[src/rtl/nor_reduce_pkg.sv]
// rtl/nor_reduce_pkg.sv - shared constants and tree-geometry helpers for nor_reduce_pipe
package nor_reduce_pkg;

    localparam logic [1:0] MODE_NOR  = 2'b00;
    localparam logic [1:0] MODE_OR   = 2'b01;
    localparam logic [1:0] MODE_AND  = 2'b10;
    localparam logic [1:0] MODE_NAND = 2'b11;

    localparam int COUNT_W = 16;

    function automatic int ipow(input int base, input int exp);
        int r;
        r = 1;
        for (int i = 0; i < exp; i++) r = r * base;
        return r;
    endfunction

    // ceil(log_radix(width)); always at least one level because width >= 2
    function automatic int calc_levels(input int width, input int radix);
        int lv;
        int p;
        lv = 0;
        p  = 1;
        while (p < width) begin
            p  = p * radix;
            lv = lv + 1;
        end
        return lv;
    endfunction

    // Bit offset of tree level lvl inside a flat vector holding levels 0..levels
    function automatic int level_off(input int radix, input int levels, input int lvl);
        int off;
        off = 0;
        for (int k = 0; k < lvl; k++) off = off + ipow(radix, levels - k);
        return off;
    endfunction

    function automatic int tree_nodes(input int radix, input int levels);
        return level_off(radix, levels, levels) + 1;
    endfunction

endpackage

[src/rtl/nor_reduce_lane.sv]
// rtl/nor_reduce_lane.sv - one lane: capture inversion, padded registered OR tree, final inversion
module nor_reduce_lane
    import nor_reduce_pkg::*;
#(
    parameter int WIDTH  = 12,
    parameter int RADIX  = 3,
    parameter int LEVELS = 3
) (
    input  logic             clk,
    input  logic             rst,
    input  logic             adv,
    input  logic [WIDTH-1:0] a,
    input  logic [1:0]       mode,
    output logic             zn
);

    localparam int LEAVES = ipow(RADIX, LEVELS);
    localparam int NODES  = tree_nodes(RADIX, LEVELS);

    // All levels live in one flat vector: leaves at bit 0, the root at NODES-1
    logic [NODES-1:0]  tree_q, tree_d;
    logic [LEVELS-1:0] fin_inv_q, fin_inv_d;
    logic              node;

    always_comb begin
        tree_d    = tree_q;
        fin_inv_d = fin_inv_q;
        node      = 1'b0;
        if (adv) begin
            // Padding is zero after the capture inversion so it never disturbs the OR
            for (int i = 0; i < LEAVES; i++) tree_d[i] = 1'b0;
            for (int i = 0; i < WIDTH; i++) tree_d[i] = a[i] ^ mode[1];
            fin_inv_d[0] = ~mode[0];
            for (int l = 1; l < LEVELS; l++) fin_inv_d[l] = fin_inv_q[l-1];
            for (int l = 1; l <= LEVELS; l++) begin
                for (int j = 0; j < ipow(RADIX, LEVELS - l); j++) begin
                    node = 1'b0;
                    for (int k = 0; k < RADIX; k++)
                        node = node | tree_q[level_off(RADIX, LEVELS, l - 1) + j * RADIX + k];
                    if (l == LEVELS)
                        tree_d[level_off(RADIX, LEVELS, l) + j] = node ^ fin_inv_q[LEVELS-1];
                    else
                        tree_d[level_off(RADIX, LEVELS, l) + j] = node;
                end
            end
        end
    end

    always_ff @(posedge clk) begin
        if (rst) begin
            tree_q    <= '0;
            fin_inv_q <= '0;
        end else begin
            tree_q    <= tree_d;
            fin_inv_q <= fin_inv_d;
        end
    end

    assign zn = tree_q[NODES-1];

endmodule

[src/rtl/nor_reduce_pipe.sv]
// rtl/nor_reduce_pipe.sv - multi-lane pipelined NOR/OR/AND/NAND reducer with flow control, HIT and COUNT
module nor_reduce_pipe
    import nor_reduce_pkg::*;
#(
    parameter int WIDTH    = 12,
    parameter int CHANNELS = 4,
    parameter int RADIX    = 3
) (
    input  logic                      CLK,
    input  logic                      RST,
    input  logic                      IN_VALID,
    output logic                      IN_READY,
    input  logic [CHANNELS*WIDTH-1:0] A,
    input  logic [1:0]                MODE,
    output logic                      OUT_VALID,
    input  logic                      OUT_READY,
    output logic [CHANNELS-1:0]       ZN,
    output logic [CHANNELS-1:0]       HIT,
    output logic [COUNT_W-1:0]        COUNT,
    input  logic                      CLR
);

    localparam int LEVELS = calc_levels(WIDTH, RADIX);

    logic [LEVELS:0]       vld_q, vld_d;
    logic [CHANNELS-1:0]   hit_q, hit_d;
    logic [COUNT_W-1:0]    count_q, count_d;
    logic                  stall;
    logic                  adv;
    logic                  hs;

    assign OUT_VALID = vld_q[LEVELS];
    assign stall     = vld_q[LEVELS] & ~OUT_READY;
    assign adv       = ~stall;
    assign IN_READY  = adv;
    assign hs        = vld_q[LEVELS] & OUT_READY;

    always_comb begin
        vld_d = vld_q;
        if (adv) vld_d = {vld_q[LEVELS-1:0], IN_VALID};
    end

    // Clear first, then let a same-cycle handshake contribute
    always_comb begin
        count_d = CLR ? '0 : count_q;
        hit_d   = CLR ? '0 : hit_q;
        if (hs) begin
            hit_d = hit_d | ZN;
            if (count_d != {COUNT_W{1'b1}}) count_d = count_d + 1'b1;
        end
    end

    always_ff @(posedge CLK) begin
        if (RST) begin
            vld_q   <= '0;
            hit_q   <= '0;
            count_q <= '0;
        end else begin
            vld_q   <= vld_d;
            hit_q   <= hit_d;
            count_q <= count_d;
        end
    end

    assign HIT   = hit_q;
    assign COUNT = count_q;

    for (genvar c = 0; c < CHANNELS; c++) begin : g_lane
        nor_reduce_lane #(
            .WIDTH  (WIDTH),
            .RADIX  (RADIX),
            .LEVELS (LEVELS)
        ) u_lane (
            .clk  (CLK),
            .rst  (RST),
            .adv  (adv),
            .a    (A[c*WIDTH +: WIDTH]),
            .mode (MODE),
            .zn   (ZN[c])
        );
    end

endmodule

[config.mk]
export PLATFORM = sky130hd
export DESIGN_NAME = nor_reduce_pipe
export DESIGN_NICKNAME = d
export VERILOG_FILES = /design/src/rtl/nor_reduce_pkg.sv /design/src/rtl/nor_reduce_lane.sv /design/src/rtl/nor_reduce_pipe.sv
export SDC_FILE = /design/constraint.sdc
export NUM_CORES = 1
export LEC_CHECK = 0
export CORE_ASPECT_RATIO = 1.4
export CORE_MARGIN = 2
export CORE_UTILIZATION = 40
export CTS_BUF_LIST = sky130_fd_sc_hd__clkbuf_2
export DETAILED_ROUTE_END_ITERATION = 7
export GPL_ROUTABILITY_DRIVEN = 0
export PLACE_DENSITY_LB_ADDON = 0.3
export SETUP_SLACK_MARGIN = 0.4
export SLEW_MARGIN = 25
export SYNTH_ARGS = -nofsm -noshare
export SYNTH_HDL_FRONTEND = slang
export SYNTH_SLANG_ARGS = --single-unit
[constraint.sdc]
create_clock -name CLK -period 2.8 [get_ports CLK]
set_clock_uncertainty 0.2 [all_clocks]
set_input_delay 0.56 -clock CLK [delete_from_list [all_inputs] [get_ports CLK]]
set_output_delay 0.56 -clock CLK [all_outputs]
set_load 0.02 [all_outputs]
==> results of run 1 <==
[flip-flops by register name, indices dropped and copies added (netlist names)]
register,flops
vld_q,4
g_lane.u_lane.tree_q,76
g_lane.u_lane.fin_inv_q,3
HIT,4
COUNT,16
[kinds of logic after synthesis]
group | Yosys count | synth area share [%]
compound gates | 88 | 14.47
xor+xnor | 57 | 11.34
fa+ha+maj | 1 | 0.2843
buf+inv | 48 | 4.777
flops | 103 | 46.86
mux | 2 | 0.4550
simple gates | 205 | 21.81
[worst paths after layout]
check | slack [ps] | depth (start not counted) | endpoint
hold / removal | 270 | 2 | vld_q[2]$_SDFFE_PP0N_
setup reg to reg | 660 | 8 | COUNT[14]$_SDFF_PP0_
setup / recovery | 470 | 4 | IN_READY
hold reg to reg | 270 | 2 | vld_q[2]$_SDFFE_PP0N_
[Yosys cell counts, types with 3 or more instances]
library cell | instances | area (um2)
a211oi_1 | 49 | 367.9
a21oi_1 | 16 | 80.08
a22oi_1 | 4 | 30.03
a31oi_1 | 5 | 31.28
and2_1 | 3 | 18.77
and3_1 | 3 | 18.77
buf_2 | 6 | 30.03
buf_4 | 6 | 45.04
clkbuf_1 | 32 | 120.1
dfxtp_1 | 103 | 2062
nand2_1 | 35 | 131.4
nand3_1 | 9 | 45.04
nand4_1 | 4 | 25.02
nand4b_1 | 3 | 26.28
nor2_1 | 86 | 322.8
nor2b_1 | 7 | 43.79
nor3_1 | 24 | 120.1
nor4_1 | 21 | 131.4
o21ai_0 | 4 | 20.02
or3_1 | 5 | 31.28
xnor2_1 | 57 | 499.2
[per-layer routing]
| metal | wire [um] | share of wire (%) | GRT usage [%] |
|---|---|---|---|
| met5 | 0 | 0 | 0 |
| met4 | 344 | 3.9 | 9.343 |
| met3 | 327 | 3.7 | 2.175 |
| met2 | 4387 | 50 | 27.82 |
| met1 | 3721 | 42 | 17.37 |
[worst reg2reg max path, cell delays in order, from the launching register on]
cell and delay, ps:
dfxtp_1 430, nor2b_1 200, ha_2 210, and3_1 200, and2_1 210, buf_4 150, nand4_1 120, o21a_1 200
nor3_1 160
[where the power goes]
group          switching [W]  total [W]  internal [W]
logic               0.000146   0.000342      0.000196
registers          0.0000558    0.00163       0.00157
clock network       0.000452   0.000568      0.000115
[through the flow]
| stage | setup TNS [ps] | instances | cell area, um2 |
|---|---|---|---|
| floorplan | 0 | 504 | 4407 |
| global placement | 0 | 698 | 5343 |
| detailed placement | -2.057 | 698 | 5343 |
| CTS | 0 | 714 | 5405 |
| global route | 0 | 715 | 5413 |
| finish | 0 | 715 | 5413 |
[final cells by class]
class	instances	area (um2)	area share [%]
Clock inverter	5	25.02	0.4623
Tap cell	141	176.4	3.259
Clock buffer	11	55.05	1.017
Sequential cell	103	2069	38.23
Inverter	4	17.52	0.3236
Antenna cell	1	2.502	0.04623
Multi-Input combinational cell	353	2141	39.55
Timing Repair Buffer	97	925.9	17.11
[repair_timing]
action / 4_1_cts / 5_1_grt
hold endpoints to repair: 0 / 0
pin swaps: 0 / 0
setup endpoints to repair: 20 / 2
hold buffers: 0 / 0
resized for setup: 26 / 2
==> metrics, run 1 <==
clk slew on worst S/H paths=~220 ps; VDD IR-drop max=0.2795 mV; Synth Warn #=0; worst-path fanout max=2; CP max stage delay=roughly 470 ps; synthesized flop and latch total=103; setup bufs post-CTS=0; final core utilization=50.07%; per-instance average area after synthesis=8.731 um2; Starting DRT DRC Count=116; share of post-route cells with drive strength above 1=under 10%; CTS Sinks=103; Top-Level Pins=81; Setup crit end kind=output pin; DP HPWL=about 6.1 mm; Synth Flop Type=dfxtp_1; area added between synthesis and finish=23.00%; fill count=1088; status=complete, no violations; vias in the first global route=3481; Via density=5.134; critical path launch point type=input pin; largest net degree at the start of global routing=132; Die ar.=11870 um2; overall routing resource usage=15.56%; relative slew slack=47.53%; CTS Buffer Depth=2; antenna viol nets, final=0; sequential area share after synthesis=between 40 and 50%; PwrDens=469.2 nW/um2; Post-synth ARST share=0%; Clk Latency, worst-skew pair=560 ps; drt drc=0; CTS Buf Count=9; input/output buffers=80; Initial Utilization=40.71%; average wire per standard cell=12.28 um; initial antenna violation count=1; Root Driver=clkbuf_2; grt ovf=0; CP max-delay cell=clkdlybuf4s50_1; crit path DAT=1570 ps; number of flops mapped to enable cells by yosys=0; Slew Limit Fails=0; fmax=approximately 0.43 GHz; Setup CP Type=input pin to output pin; Final Net Count=around 620; post-synthesis net count=560; Die Height=128.1 um; Mapped Area=around 4400 um2; Cells after Synth=504; Vias=approximately 3700; CP required=2040 ps; most frequent cells in the layout=97 x dfxtp_1, 86 x nor2_1, 57 x xnor2_1, 56 x clkdlybuf4s50_1, 49 x a211oi_1; H-tree Lvls=3; CP cell instances=clkdlybuf4s50_1, nor2b_4, inv_4, dlygate4sd2_1; P_leak=2.117 nW; Period Utilization, post-route=~83%; Core ar.=10810 um2; CTS tree=yes; Slew @ Worst Pin=787.1 ps; DRT Pass-1 Iters=4; Hold Startpoint=vld_q[2]$_SDFFE_PP0N_; worst hold path class=flop to flop; RSZ-0062 raised after global routing=no; Total Power=approximately 0.0025 W; die extent in x=92.65 um; pre-CTS WS=-2.057 ps; Tmin final=between 2000 and 2500 ps; Distinct cells, synth=37; first-pass GRT wire length=roughly 15 mm; commonest non-fill, non-tap cell in the layout=dfxtp_1; Final Hold Vio Count=0; crit path launch=OUT_READY; number of max-cap violations=0; Setup violations, final=0; Final WS setup=471.3 ps; hold slack=roughly 270 ps; Worst Path Buf+Inv=3; Crit path max-delay family=buffers and inverters; Core Rows=45; DRT Wirelength=8.780 mm; reg2reg start=COUNT[1]$_SDFF_PP0_
(Power assumes the default switching activity.)
==> run 2, diff against run 1 <==
clock period = 2.25 ns   (was 2.8 ns; I/O delays follow)
==> run 2 against run 1 <==
Compared with the run above: register-to-register slack got worse by 470 ps; clock power is 54% higher; combinational power up 36%; final cell count rose by 6.7%.
==> metrics, run 2 (same netlist as run 1, synthesis figures left out) <==
status=complete, no violations; H-tree Lvls=3; RSZ-0062 raised after global routing=yes; initial antenna violation count=1; Non-Filler Instances=763; average wire per standard cell=13.64 um; CTS tree=yes; worst hold path class=input pin to flop; CP cell instances=nor2b_4, ha_4, and3_4, and2_4, a31oi_4, buf_12, a2111oi_4, a31o_1; Crit path max-delay family=compound AO/OA/AOI/OAI gates; Setup crit end kind=flop; fmax=0.4844 GHz; Slew Limit Fails=0; Hold Path Depth=2; grt ovf=0; worst-path fanout max=4; Setup CP Type=flop to flop; die extent in x=92.65 um; most frequent cells in the layout=85 x nor2_1, 78 x dfxtp_1, 60 x buf_4, 53 x xnor2_1, 52 x clkdlybuf4s50_1; antenna viol nets, final=0; DP HPWL=roughly 6.3 mm; number of max-cap violations=0; input/output buffers=80; Die ar.=11870 um2; WHS Endpoint=COUNT[1]$_SDFF_PP0_; area added between synthesis and finish=39.58%; clk slew on worst S/H paths=280 ps; R2R setup slack=190 ps; fill count=around 950; P_leak=2.383 nW; first-pass GRT wire length=15.68 mm; Vias=3865; largest net degree at the start of global routing=70; Slew @ Worst Pin=543.2 ps; share of post-route cells with drive strength above 1=roughly a quarter; placed cells=about 710; Total Power=0.003360 W; crit path DAT=2380 ps; drt drc=0; vias in the first global route=3541; Core Rows=45; commonest non-fill, non-tap cell in the layout=nor2_1; CP max stage delay=430 ps; grt met3 use=~3.1%; reg2reg path depth=8; Final Net Count=672; GR Util met1=18.29%; Setup violations, final=0; Hold Startpoint=RST; met2 Use GR=about 30%; CP required=2570 ps; overall routing resource usage=16.45%; DRT Pass-1 Iters=4; Period Utilization, post-route=roughly 92%; Initial Utilization=40.71%; final core utilization=56.82%; reg2reg start=COUNT[0]$_SDFF_PP0_; setup TNS=0 ps; Starting DRT DRC Count=~170; critical path launch point type=flop; relative slew slack=63.78%; DRT Wirelength=10.41 mm; Top-Level Pins=81; Core ar.=10810 um2; Post-CTS Hold Buffers=0; CTS Buf Count=9; Clk Latency, worst-skew pair=about 560 ps; Root Driver=clkbuf_2; Tmin final=2064 ps; CP max-delay cell=dfxtp_2; CTS Sinks=103; GR peak layer=met2; Die Height=128.1 um; CTS Buffer Depth=2; Via density=~5; R2R Path End=COUNT[2]$_SDFF_PP0_; Worst Path Buf+Inv=1; Final Hold Vio Count=0; PwrDens=547.1 nW/um2; Largest Register=g_lane.u_lane.tree_q; VDD IR-drop max=0.2868 mV; max reg flops=76
run 2: cell types whose count changed in the layout (fill, tap and decap cells not counted), moves of 4 or more:
cell             delta
buf_4              +44
dlygate4sd2_1      -20
dfxtp_1            -19
buf_6              +18
dfxtp_2            +12
buf_2               +7
dfxtp_4             +7
clkdlybuf4s50_1     -4
xnor2_1             -4
xnor2_2             +4
run 2: where the power goes:
part | internal (W) | switching (W)
registers | 0.00195 | 0.0000676
logic | 0.000269 | 0.000196
clock network | 0.000260 | 0.000615
run 2: worst max path at each step:
stage                                     start                   to  slack (ps)  depth (start not counted)
after CTS                 vld_q[3]$_SDFFE_PP0N_             IN_READY         260                          3
after floorplan                             CLR  COUNT[2]$_SDFF_PP0_         140                          9
final                       COUNT[0]$_SDFF_PP0_  COUNT[2]$_SDFF_PP0_         190                          8
after global placement                      CLR  COUNT[9]$_SDFF_PP0_        -300                          9
after detailed placement                    CLR  COUNT[2]$_SDFF_PP0_        -360                          9
after global routing        COUNT[0]$_SDFF_PP0_  COUNT[4]$_SDFF_PP0_         190                          9
run 2: layout make-up:
type                       count  area (um2)  share of cell area, %
antenna                        1       2.502                0.04074
clock buffer                   9       45.04                 0.7333
clock inverter                 7       72.57                  1.182
inverter                       4       17.52                 0.2852
multi-input combinational    353        2351                  38.28
sequential                   103        2111                  34.37
tap                          141       176.4                  2.872
timing repair buffer         145        1366                  22.24
run 2: timing repair:
item	in CTS	in global routing
gates cloned	0	2
gates resized for setup	147	57
buffers inserted	25	12
endpoints found under the setup margin	37	38
pin swaps	4	17
run 2: worst reg2reg max path: stages (launching register included):
cell       delay, ps
dfxtp_2          430
nor2b_4          200
ha_4             150
and3_4           180
and2_4           160
a31oi_4          140
buf_12           170
a2111oi_4        270
a31o_1           130
run 2: per-stage QoR:
step	hold slack, ps	area, um2	worst slack, ps
6_report	127.8	6142	185.7
3_3_place_gp	238.5	5453	-304.8
5_1_grt	70.02	6142	186.1
2_1_floorplan	232.1	4468	141.1
4_1_cts	66.01	5715	257.0
3_5_place_dp	246.4	5453	-364.9
run 2: routing by layer:
metal,routed length [um],vias up
met4,315,0
li1,-,1974
met1,4393,1779
met5,0,-
met2,5299,86
met3,400,26
